$ cat src/rtl/conv_result_sink.sv
// Scales and saturates convolution results to 8-bit pixels and streams them out through a small FIFO.
// Tracks a frame of FRAME_LEN results, blocks pushes at the boundary, and pulses frame_done after the final pop.
module conv_result_sink #(
  parameter int DATA_W    = 16,
  parameter int SHIFT     = 4,
  parameter int DEPTH     = 8,
  parameter int FRAME_LEN = 9
) (
  input  logic                     clk,
  input  logic                     rst,
  input  logic                     conv_done,
  input  logic [DATA_W-1:0]        data_i,
  output logic [7:0]               pix_o,
  output logic                     pix_valid,
  input  logic                     pix_ready,
  output logic                     frame_done,
  output logic                     overflow,
  output logic [$clog2(DEPTH):0]   level
);

  localparam int AW = $clog2(DEPTH);
  localparam int CW = $clog2(FRAME_LEN + 1);

  typedef enum logic [1:0] {IDLE, RUN, DRAIN, DONE} state_t;

  state_t            state, state_nxt;
  logic [7:0]        mem [DEPTH];
  logic [AW:0]       wr_ptr, rd_ptr;
  logic [CW-1:0]     rx_cnt, tx_cnt, rx_nxt, tx_nxt;
  logic [DATA_W-1:0] scaled;
  logic [7:0]        pix_in;
  logic              full, accepting, push, pop;

  assign scaled    = data_i >> SHIFT;
  assign pix_in    = (|scaled[DATA_W-1:8]) ? 8'hFF : scaled[7:0];

  // Pointers carry one extra bit so full and empty are distinguishable.
  assign level     = wr_ptr - rd_ptr;
  assign pix_valid = (level != '0);
  assign full      = (level == (AW+1)'(DEPTH));
  assign pop       = pix_valid & pix_ready;
  assign accepting = (state == IDLE) || (state == RUN);
  assign push      = conv_done & accepting & (~full | pop);

  assign pix_o      = pix_valid ? mem[rd_ptr[AW-1:0]] : 8'h00;
  assign frame_done = (state == DONE);

  always_ff @(posedge clk) begin
    if (push) mem[wr_ptr[AW-1:0]] <= pix_in;
  end

  always_ff @(posedge clk or posedge rst) begin
    if (rst) begin
      wr_ptr   <= '0;
      rd_ptr   <= '0;
      rx_cnt   <= '0;
      tx_cnt   <= '0;
      overflow <= 1'b0;
      state    <= IDLE;
    end else begin
      if (push) wr_ptr <= wr_ptr + 1'b1;
      if (pop)  rd_ptr <= rd_ptr + 1'b1;
      if (conv_done && !push) overflow <= 1'b1;
      rx_cnt <= rx_nxt;
      tx_cnt <= tx_nxt;
      state  <= state_nxt;
    end
  end

  always_comb begin
    state_nxt = state;
    rx_nxt    = rx_cnt;
    tx_nxt    = tx_cnt;
    if (push) rx_nxt = rx_cnt + 1'b1;
    if (pop)  tx_nxt = tx_cnt + 1'b1;
    case (state)
      IDLE, RUN: begin
        if (push) begin
          if (rx_cnt == CW'(FRAME_LEN - 1)) state_nxt = DRAIN;
          else                              state_nxt = RUN;
        end
      end
      DRAIN: begin
        if (pop && tx_cnt == CW'(FRAME_LEN - 1)) state_nxt = DONE;
      end
      DONE: begin
        state_nxt = IDLE;
        rx_nxt    = '0;
        tx_nxt    = '0;
      end
      default: state_nxt = IDLE;
    endcase
  end

endmodule

$ cat config.mk
export PLATFORM = sky130hd
export DESIGN_NAME = conv_result_sink
export DESIGN_NICKNAME = d
export VERILOG_FILES = /design/src/rtl/conv_result_sink.sv
export SDC_FILE = /design/constraint.sdc
export NUM_CORES = 1
export LEC_CHECK = 0
export CORE_MARGIN = 8
export CORE_UTILIZATION = 55
export DETAILED_ROUTE_END_ITERATION = 16
export PLACE_DENSITY = 0.87
export SETUP_SLACK_MARGIN = 0.2
export SYNTH_ARGS = -nofsm -noshare
export SYNTH_HDL_FRONTEND = slang
export SYNTH_SLANG_ARGS = --single-unit
export TNS_END_PERCENT = 30
$ cat constraint.sdc
create_clock -name clk -period 4.1 [get_ports clk]
set_input_delay 0.82 -clock clk [delete_from_list [all_inputs] [get_ports clk]]
set_output_delay 0.82 -clock clk [all_outputs]
set_load 0.01 [all_outputs]
==> run summary, run 1 <==
Peak VDD IR - 0.3640 mV
actual slew at the worst max-slew pin - 0.9008 ns
H-tree lvl count - 3
worst relative slew slack - 0.3949
endpoints failing hold - 0
Yosys warning count - 0
number of core rows - 29
Sum Neg Setup Slack - 0 ns
r2r startpoint - wr_ptr[0]
First-pass DRT Iterations - 4
Avg Synthesized Cell Area - 15.23 um2
Area Overhead vs Synth - 17.90%
hold_sp - overflow
Clock Skews - 0.005112 ns
Die W - 97.52 um
CTS Hold Bufs - 0
DR vias/cell - 5.856
I/O Buffers - 30
total gr overflow - 0
prevailing post-synth register cell - edfxtp_1
Clock Latency Late Sink - 0.34 ns
max-cap violations - 0
total core area - 6386 um2
Reg2Reg Setup Slack - 0.90 ns
CP Max Fanout - 13
Leak Pwr - 0.001483 uW
total track usage - 0.1513
antenna diode count - 0
FF-to-FF path depth - 9
clock-pin transition on the worst setup and hold timing paths - 0.08 ns
Netlist cell types - 39
clock sink count - 83
worst r2r dst - wr_ptr[3]
DIE HEIGHT - 97.52 um
die area - 9509 um2
worst hold path type - reg2reg
area of the multi-input gates - 1170 um2
CP Class - reg2out
CP cell instances - inv_1, ha_1, inv_1, fa_1, xor2_2, nor3_2, and3_4, a21oi_1, clkdlybuf4s50_1
crit share post-route - 0.9208
crit path max-delay cell type - clkdlybuf4s50_1
FFs w/ async S/R, synth - 0.2289
Root Buffer - clkbuf_8
synthesized area - 3655 um2
average wire per standard cell - 18.92 um
number of antenna violations at the first check in global routing - 0
met2 usage - 0.2550
TritonCTS Buffers - 9
Fillers - 436
P per Cell Area - 771.4 nW/um2
first-pass GRT wire length - 11.25 mm
flops & latches, synth - 83
hold depth - 1
Final GP Congestion - 0.7546
RSZ-0062 raised after global routing - no
layout cell share with drive strength beyond 1 - 0.1828
sequential share of the synthesized area - 0.6559
Final WS setup - 0.3246 ns
remaining antenna violation count after routing - 0
Req. time, crit path - 3.28 ns
Initial Utilization - 0.5723
CP most frequent cell - inv_1
EDFF count, synth - 64
crit start category - flip-flop
initial detailed-routing violation count - 215
GR peak layer - met2
outcome - finished, final reports clean
Max Fclk - 0.2649 GHz
crit-path max cell delay - 0.57 ns
Post-Syn Instances - 240
Hold Path Sink - overflow
hpwl dp - 4.863 mm
CP Capture Type - output pin
Ports - 35
WL final - 6.945 mm
fin. max-slew vios - 0
met3 usage - 0.03485
largest net degree at the start of global routing - 20
syn nets - 270
met1 Resource Use GR - 0.1780
CTS tree - built
Worst Setup SP - wr_ptr[0]
nets - 315
Critical Path AT - 2.96 ns
vias in the first global route - 2196
Clock Tree Buf Depth - 2
sequential cell area - 2397 um2
pre-CTS setup slack - 0.4405 ns
Final min period - 3.775 ns
vias - 2149
DRC Markers - 0
Setup violations, final - 0
flip-flops by register name, indices dropped and copies added (netlist names):
register,flops
mem,64
rd_ptr,4
rx_cnt,4
tx_cnt,4
wr_ptr,4
state,2
overflow,1
worst max-delay path by stage:
stage,end,slack [ns],depth (start not counted)
final,pix_o[0],0.32,9
after global routing,pix_o[0],0.20,9
after CTS,pix_o[0],0.20,9
after detailed placement,pix_o[0],0.44,9
after global placement,pix_o[0],0.52,9
after floorplan,mem[2][0],0.59,9
layout by cell type, fill, tap and decap left out, types with 3 or more instances in the layout:
cell	count
edfxtp_1	64
nand2_1	32
clkdlybuf4s50_1	30
dfrtp_1	19
mux4_2	16
a21oi_1	13
buf_4	13
inv_1	12
nand2b_1	9
ha_1	9
clkbuf_8	9
xnor2_1	7
o31ai_1	4
nor3_1	4
xor2_1	3
nand3_1	3
o21ai_0	3
inv_6	3
per-stage QoR:
stage	std cells	area (um2)	util	total power (uW)	hold slack, ns
after floorplan	240	3655	-	2141	0.4521
after global routing	367	4309	0.6748	3534	0.4787
final	367	4309	0.6748	3324	0.4587
after detailed placement	351	4093	0.6409	2737	0.4471
after global placement	351	4093	0.6409	2675	0.4379
after CTS	367	4293	0.6722	3317	0.4631
report_power, final:
part	internal [uW]	total, uW	switching, uW	leakage [uW]
Clock	285	577	292	0.0000943
Combinational	753	1560	804	0.000654
Sequential	1070	1190	118	0.000735
Total	2110	3320	1210	0.00148
cell usage after synthesis, types with 2 or more instances:
| cell | count | area share |
|---|---|---|
| nor2_1 | 2 | 0.0021 |
| ha_1 | 9 | 0.031 |
| nand3_1 | 3 | 0.0041 |
| o211ai_1 | 2 | 0.0041 |
| edfxtp_1 | 64 | 0.53 |
| nand2b_1 | 9 | 0.015 |
| buf_6 | 2 | 0.0062 |
| buf_2 | 3 | 0.0041 |
| xor2_1 | 4 | 0.0096 |
| a21oi_1 | 13 | 0.018 |
| dfrtp_1 | 19 | 0.13 |
| nor4_1 | 2 | 0.0034 |
| o31ai_1 | 4 | 0.0082 |
| or3_1 | 2 | 0.0034 |
| a21o_1 | 2 | 0.0041 |
| nand4_1 | 2 | 0.0034 |
| nor4b_1 | 2 | 0.0048 |
| nand3b_1 | 2 | 0.0041 |
| nor3_1 | 5 | 0.0068 |
| xnor2_1 | 7 | 0.017 |
| nand2_4 | 2 | 0.0062 |
| nor3b_1 | 2 | 0.0041 |
| nand2_1 | 32 | 0.033 |
| mux4_2 | 16 | 0.099 |
| o21ai_0 | 3 | 0.0041 |
| buf_1 | 3 | 0.0031 |
| inv_1 | 12 | 0.012 |
cells by family (layout without fill, tap and decap cells):
kind of cell               count (synthesis)  in the layout  synth area share
AOI/OAI and AO/OA                         28             28           0.05203
xor gates and xnor gates                  11             11           0.02636
adders and majority gates                 10             10           0.03629
buffers and inverters                     22             72           0.02875
DFF                                       83             83            0.6559
muxes                                     17             17            0.1013
and+or+nand+nor                           69             69           0.09928
cell type report:
class | count | share of cell area
clock buffer | 9 | 0.02875
clock inverter | 7 | 0.01742
inverter | 13 | 0.01132
multi-input combinational | 135 | 0.2715
sequential | 83 | 0.5563
tap | 77 | 0.02236
timing repair buffer | 43 | 0.09233
critical path: cells and delay by family, from the launching register on:
family,cells,cell delay (ns)
buf+inv,3,0.78
fa+ha+maj,2,0.59
flops,1,0.46
simple gates,2,0.33
xor+xnor,1,0.27
compound gates,1,0.19
repair_timing:
action,CTS,global route
pin swaps,0,0
endpoints found under the setup margin,9,9
buffers inserted,0,0
gates resized for setup,1,3
routing by layer:
layer	vias up	wire (um)
li1	989	-
met3	10	406
met2	74	3543
met4	0	121
met1	1076	2873
met5	-	0
No activity file was read; power rests on OpenSTA's default activity.
==> run 2: changes to the inputs <==
CORE_UTILIZATION = 51   (was 55)
PLACE_DENSITY = 0.85   (was 0.87)
TNS_END_PERCENT = 20   (was 30)
clock period = 3.45 ns   (was 4.1 ns; I/O delays follow)
==> run summary, run 2 (same netlist as run 1, synthesis figures left out) <==
worst hold path type - reg2reg
crit share post-route - 0.9534
Root Buffer - clkbuf_8
remaining antenna violation count after routing - 0
Fillers - 490
Leak Pwr - 0.001567 uW
hold_ws - 0.4662 ns
sequential share of power - 0.332
DRC Markers - 0
Final min period - 3.289 ns
TritonCTS Buffers - 9
Initial Utilization - 0.5149
CP Capture Type - output pin
vias - 2152
Clock Skews - 0.005126 ns
RSZ-0062 raised after global routing - yes
r2r startpoint - wr_ptr[0]
actual slew at the worst max-slew pin - 1.158 ns
Sum Neg Setup Slack - 0 ns
number of antenna violations at the first check in global routing - 0
number of core rows - 31
WL final - 7.249 mm
worst r2r dst - mem[2][0]
total track usage - 0.1555
hold depth - 1
Clock Latency Late Sink - 0.35 ns
initial detailed-routing violation count - 149
outcome - finished, final reports clean
first-pass GRT wire length - 11.65 mm
layout cell share with drive strength beyond 1 - 0.2290
antenna diode count - 0
average wire per standard cell - 18.31 um
Internal Power - 2629 uW
worst relative slew slack - 0.2257
clock sink count - 83
crit start category - flip-flop
total core area - 7098 um2
largest net degree at the start of global routing - 20
DR vias/cell - 5.434
crit path to - pix_o[1]
Final WS setup - 0.1609 ns
max-cap violations - 0
Area Overhead vs Synth - 22.01%
P per Cell Area - 940.3 nW/um2
Critical Path AT - 2.60 ns
most frequent cells in the layout - 64 x edfxtp_1, 32 x nand2_1, 24 x clkdlybuf4s50_1
sw frac - 0.3730
FF-to-FF path depth - 9
die area - 10130 um2
CTS tree - built
Clock Tree Buf Depth - 2
CP Class - reg2out
CP Max Fanout - 5
I/O Buffers - 30
Reg2Reg Setup Slack - 0.42 ns
Die W - 100.7 um
Clock power frac - 0.165
Peak VDD IR - 0.3991 mV
commonest non-fill, non-tap cell in the layout - edfxtp_1
Final Util - 0.6282
Ports - 35
Setup violations, final - 0
Max Fclk - 0.3040 GHz
sw power - 1564 uW
Logic pwr share - 0.503
Req. time, crit path - 2.76 ns
First-pass DRT Iterations - 4
DIE HEIGHT - 100.7 um
endpoints failing hold - 0
pre-CTS setup slack - 0.02000 ns
fin. max-slew vios - 0
nets - 322
H-tree lvl count - 3
total gr overflow - 0
vias in the first global route - 2210
Largest register FFs - 64
Final GP Congestion - 0.8095
clock-pin transition on the worst setup and hold timing paths - 0.08 ns
hpwl dp - 4.849 mm
Worst Setup SP - wr_ptr[0]
## run 2: cell count changes in the layout (fill, tap and decap cells not counted), sizes merged
cell | before | now
and3 | 2 | 3
buf | 13 | 19
clkdlybuf4s50 | 30 | 24
clkinv | 2 | 4
clkinvlp | 2 | 1
dlygate4sd2 | 0 | 2
dlymetal6s2s | 0 | 4
inv | 15 | 14
## run 2: how the worst min path moves through the flow
stage | startpoint | end | slack [ns]
finish | overflow | overflow | 0.47
global placement | overflow | overflow | 0.44
detailed placement | overflow | overflow | 0.45
CTS | overflow | overflow | 0.47
floorplan | rx_cnt[3] | rx_cnt[3] | 0.45
global route | overflow | overflow | 0.49
## run 2: layout make-up
type	instances	area, um2	area share
Clock buffer	9	123.9	0.02778
Clock inverter	7	76.32	0.01712
Inverter	13	48.80	0.01094
Multi-Input combinational cell	136	1239	0.2778
Sequential cell	83	2397	0.5376
Tap cell	99	123.9	0.02778
Timing Repair Buffer	49	450.4	0.1010
## run 2: metal layers
| layer | vias up | part of all wire | global-route usage | wire [um] |
|---|---|---|---|---|
| li1 | 1009 | - | - | - |
| met4 | 0 | 0.022 | 0.08372 | 157 |
| met1 | 1059 | 0.41 | 0.1828 | 2944 |
| met5 | - | 0 | 0 | 0 |
| met3 | 12 | 0.058 | 0.03522 | 420 |
| met2 | 72 | 0.51 | 0.2588 | 3726 |
## run 2: worst max-delay path, cell delays in order, from the launching register on
cell and delay (ns):
dfrtp_1 0.37, inv_2 0.06, ha_1 0.21, inv_1 0.07
fa_2 0.47, nor3_4 0.26, and3_4 0.27, a21oi_1 0.05
clkdlybuf4s50_1 0.48
## run 2: what timing repair did
action,in CTS,in global routing
gates resized for setup,9,10
pin swaps,1,2
setup endpoints to repair,9,26
gates cloned,1,0
hold buffers,0,0
endpoints found under the hold margin,0,0
buffers inserted,1,2
## run 2: power groups by stage
stage	clock network, uW	registers, uW	logic [uW]
3_3_place_gp	0	1390	1860
5_1_grt	740	1410	2280
6_report	691	1390	2110
3_5_place_dp	0	1400	1930
4_1_cts	698	1380	2040
2_1_floorplan	0	1390	1160
## run 2: through the flow
step / power, uW / cell area [um2] / std cells
after global routing: 4426 / 4459 / 396
after global placement: 3254 / 4160 / 376
after detailed placement: 3331 / 4160 / 376
after CTS: 4124 / 4404 / 394
after floorplan: 2553 / 3667 / 240
final: 4193 / 4459 / 396
==> run 3: changes to the inputs <==
==> constraint.sdc (replaced) <==
create_clock -name clk -period 3.45 [get_ports clk]
set_input_delay 1.035 -clock clk [delete_from_list [all_inputs] [get_ports clk]]
set_output_delay 1.035 -clock clk [all_outputs]
set_load 0.01 [all_outputs]
==> run summary, run 3 (same netlist as run 1, synthesis figures left out) <==
CP cell instances - inv_2, ha_4, inv_2, fa_2, xor2_4, nor3_4, and3_4, buf_6, a21oi_2, buf_2
CP Class - reg2out
Final min period - 3.384 ns
Finished Cell Area - 4524 um2
Root Buffer - clkbuf_8
hold depth - 1
met1 Resource Use GR - 0.1895
CP most frequent cell - inv_2
Internal Power - 2650 uW
DIE HEIGHT - 100.7 um
Clock Latency Late Sink - 0.36 ns
worst r2r dst - mem[2][6]
average wire per standard cell - 19.10 um
Max Fclk - 0.2955 GHz
crit-path leading delay family - adder cells
hold_sp - overflow
DRC Markers - 0
layout cell share with drive strength beyond 1 - 0.2964
antenna diode count - 0
worst hold path type - reg2reg
total gr overflow - 0
sw power - 1684 uW
endpoints failing hold - 0
Clock power frac - 0.148
Logic pwr share - 0.529
total track usage - 0.1657
First-pass DRT Iterations - 4
I/O Buffers - 30
Final WS setup - 0.06612 ns
DR vias/cell - 5.655
largest net degree at the start of global routing - 20
nets - 332
TritonCTS Buffers - 9
actual slew at the worst max-slew pin - 1.109 ns
CP Max Fanout - 4
fin. max-slew vios - 0
Leak Pwr - 0.001584 uW
CP Capture Type - output pin
Setup violations, final - 0
Clock Tree Buf Depth - 2
pre-CTS setup slack - -0.2285 ns
Peak VDD IR - 0.3804 mV
clock-pin transition on the worst setup and hold timing paths - 0.08 ns
Final GP Congestion - 0.7997
CTS tree - built
clock sink count - 83
overall power - 4333 uW
vias in the first global route - 2417
initial detailed-routing violation count - 144
hpwl dp - 5.200 mm
Critical Path Stages - 10
vias - 2296
worst relative slew slack - 0.2587
Largest register FFs - 64
met2 usage - 0.2715
most frequent cells in the layout - 64 x edfxtp_1, 32 x nand2_1, 26 x buf_4
Req. time, crit path - 2.41 ns
max-cap violations - 0
Area Overhead vs Synth - 23.79%
first-pass GRT wire length - 12.48 mm
Cell Area, Placed - 4213 um2
remaining antenna violation count after routing - 0
RSZ-0062 raised after global routing - yes
Buf+Inv Stages, Crit Path - 4
crit path max-delay cell type - dfrtp_1
met3 usage - 0.03936
crit-path max cell delay - 0.40 ns
outcome - finished, final reports clean
GR peak layer - met2
Hold Path Sink - overflow
P per Cell Area - 957.8 nW/um2
crit share post-route - 0.9808
Ports - 35
Critical Path AT - 2.35 ns
Die W - 100.7 um
total core area - 7098 um2
WL final - 7.756 mm
sw frac - 0.3886
Reg2Reg Setup Slack - 0.43 ns
number of core rows - 31
r2r startpoint - wr_ptr[0]
Initial Utilization - 0.5149
commonest non-fill, non-tap cell in the layout - edfxtp_1
crit start category - flip-flop
sequential share of power - 0.323
FF-to-FF path depth - 10
Clock Skews - 0.01207 ns
number of antenna violations at the first check in global routing - 0
H-tree lvl count - 3
die area - 10130 um2
==> run 3: changes by cell type in the layout (fill, tap and decap cells not counted), moves of 2 or more <==
cell / delta
a21oi_1: -2
buf_2: +7
buf_4: +7
buf_6: +3
clkdlybuf4s15_1: +2
clkdlybuf4s50_1: -4
dlygate4sd2_1: -2
dlymetal6s2s_1: -3
==> run 3: routing by layer <==
metal	wire [um]	vias to the layer above
li1	-	1026
met1	2948	1147
met2	4048	104
met3	534	19
met4	225	0
met5	0	-
==> run 3: final cells by class <==
class | count | area, um2
Clock inverter | 7 | 62.56
Tap cell | 99 | 123.9
Sequential cell | 83 | 2397
Multi-Input combinational cell | 136 | 1271
Timing Repair Buffer | 59 | 496.7
Inverter | 13 | 48.80
Clock buffer | 9 | 123.9
Fill cell | 475 | 2574
==> run 3: worst register-to-register path: stages, from the launching register on <==
cell,delay [ns]
dfrtp_1,0.40
inv_2,0.10
ha_4,0.14
inv_2,0.04
fa_2,0.39
xor2_4,0.19
buf_4,0.14
buf_4,0.10
or4_4,0.14
o31ai_4,0.07
nor4b_2,0.94
==> run 3: per-stage QoR <==
step | TNS, ns | util | std cells | hold slack (ns)
after floorplan | 0 | - | 240 | 0.4521
after CTS | 0 | 0.6326 | 406 | 0.4751
final | 0 | 0.6374 | 406 | 0.4731
after global placement | -0.3897 | 0.5935 | 383 | 0.4397
after detailed placement | -1.705 | 0.5935 | 383 | 0.4487
after global routing | 0 | 0.6374 | 406 | 0.4874
==> run 3: worst max-delay path by stage <==
| stage | start | end |
|---|---|---|
| floorplan | rd_ptr[1] | pix_o[0] |
| global placement | wr_ptr[0] | pix_o[4] |
| detailed placement | wr_ptr[0] | pix_o[1] |
| CTS | wr_ptr[0] | pix_o[7] |
| global route | wr_ptr[0] | pix_o[2] |
| finish | wr_ptr[0] | pix_o[7] |
==> run 3: power groups by stage <==
stage	clock network (uW)	registers, uW	logic, uW
after global routing	697	1420	2450
final	640	1400	2290
after floorplan	0	1390	1160
after CTS	654	1390	2210
after detailed placement	0	1410	2030
after global placement	0	1390	1950
==> run 3: what timing repair did <==
item	CTS	global route
endpoints found under the setup margin	11	12
resized for setup	51	5
cloned	1	0
buffers inserted	6	0
pin swaps	6	1
hold buffers	0	0
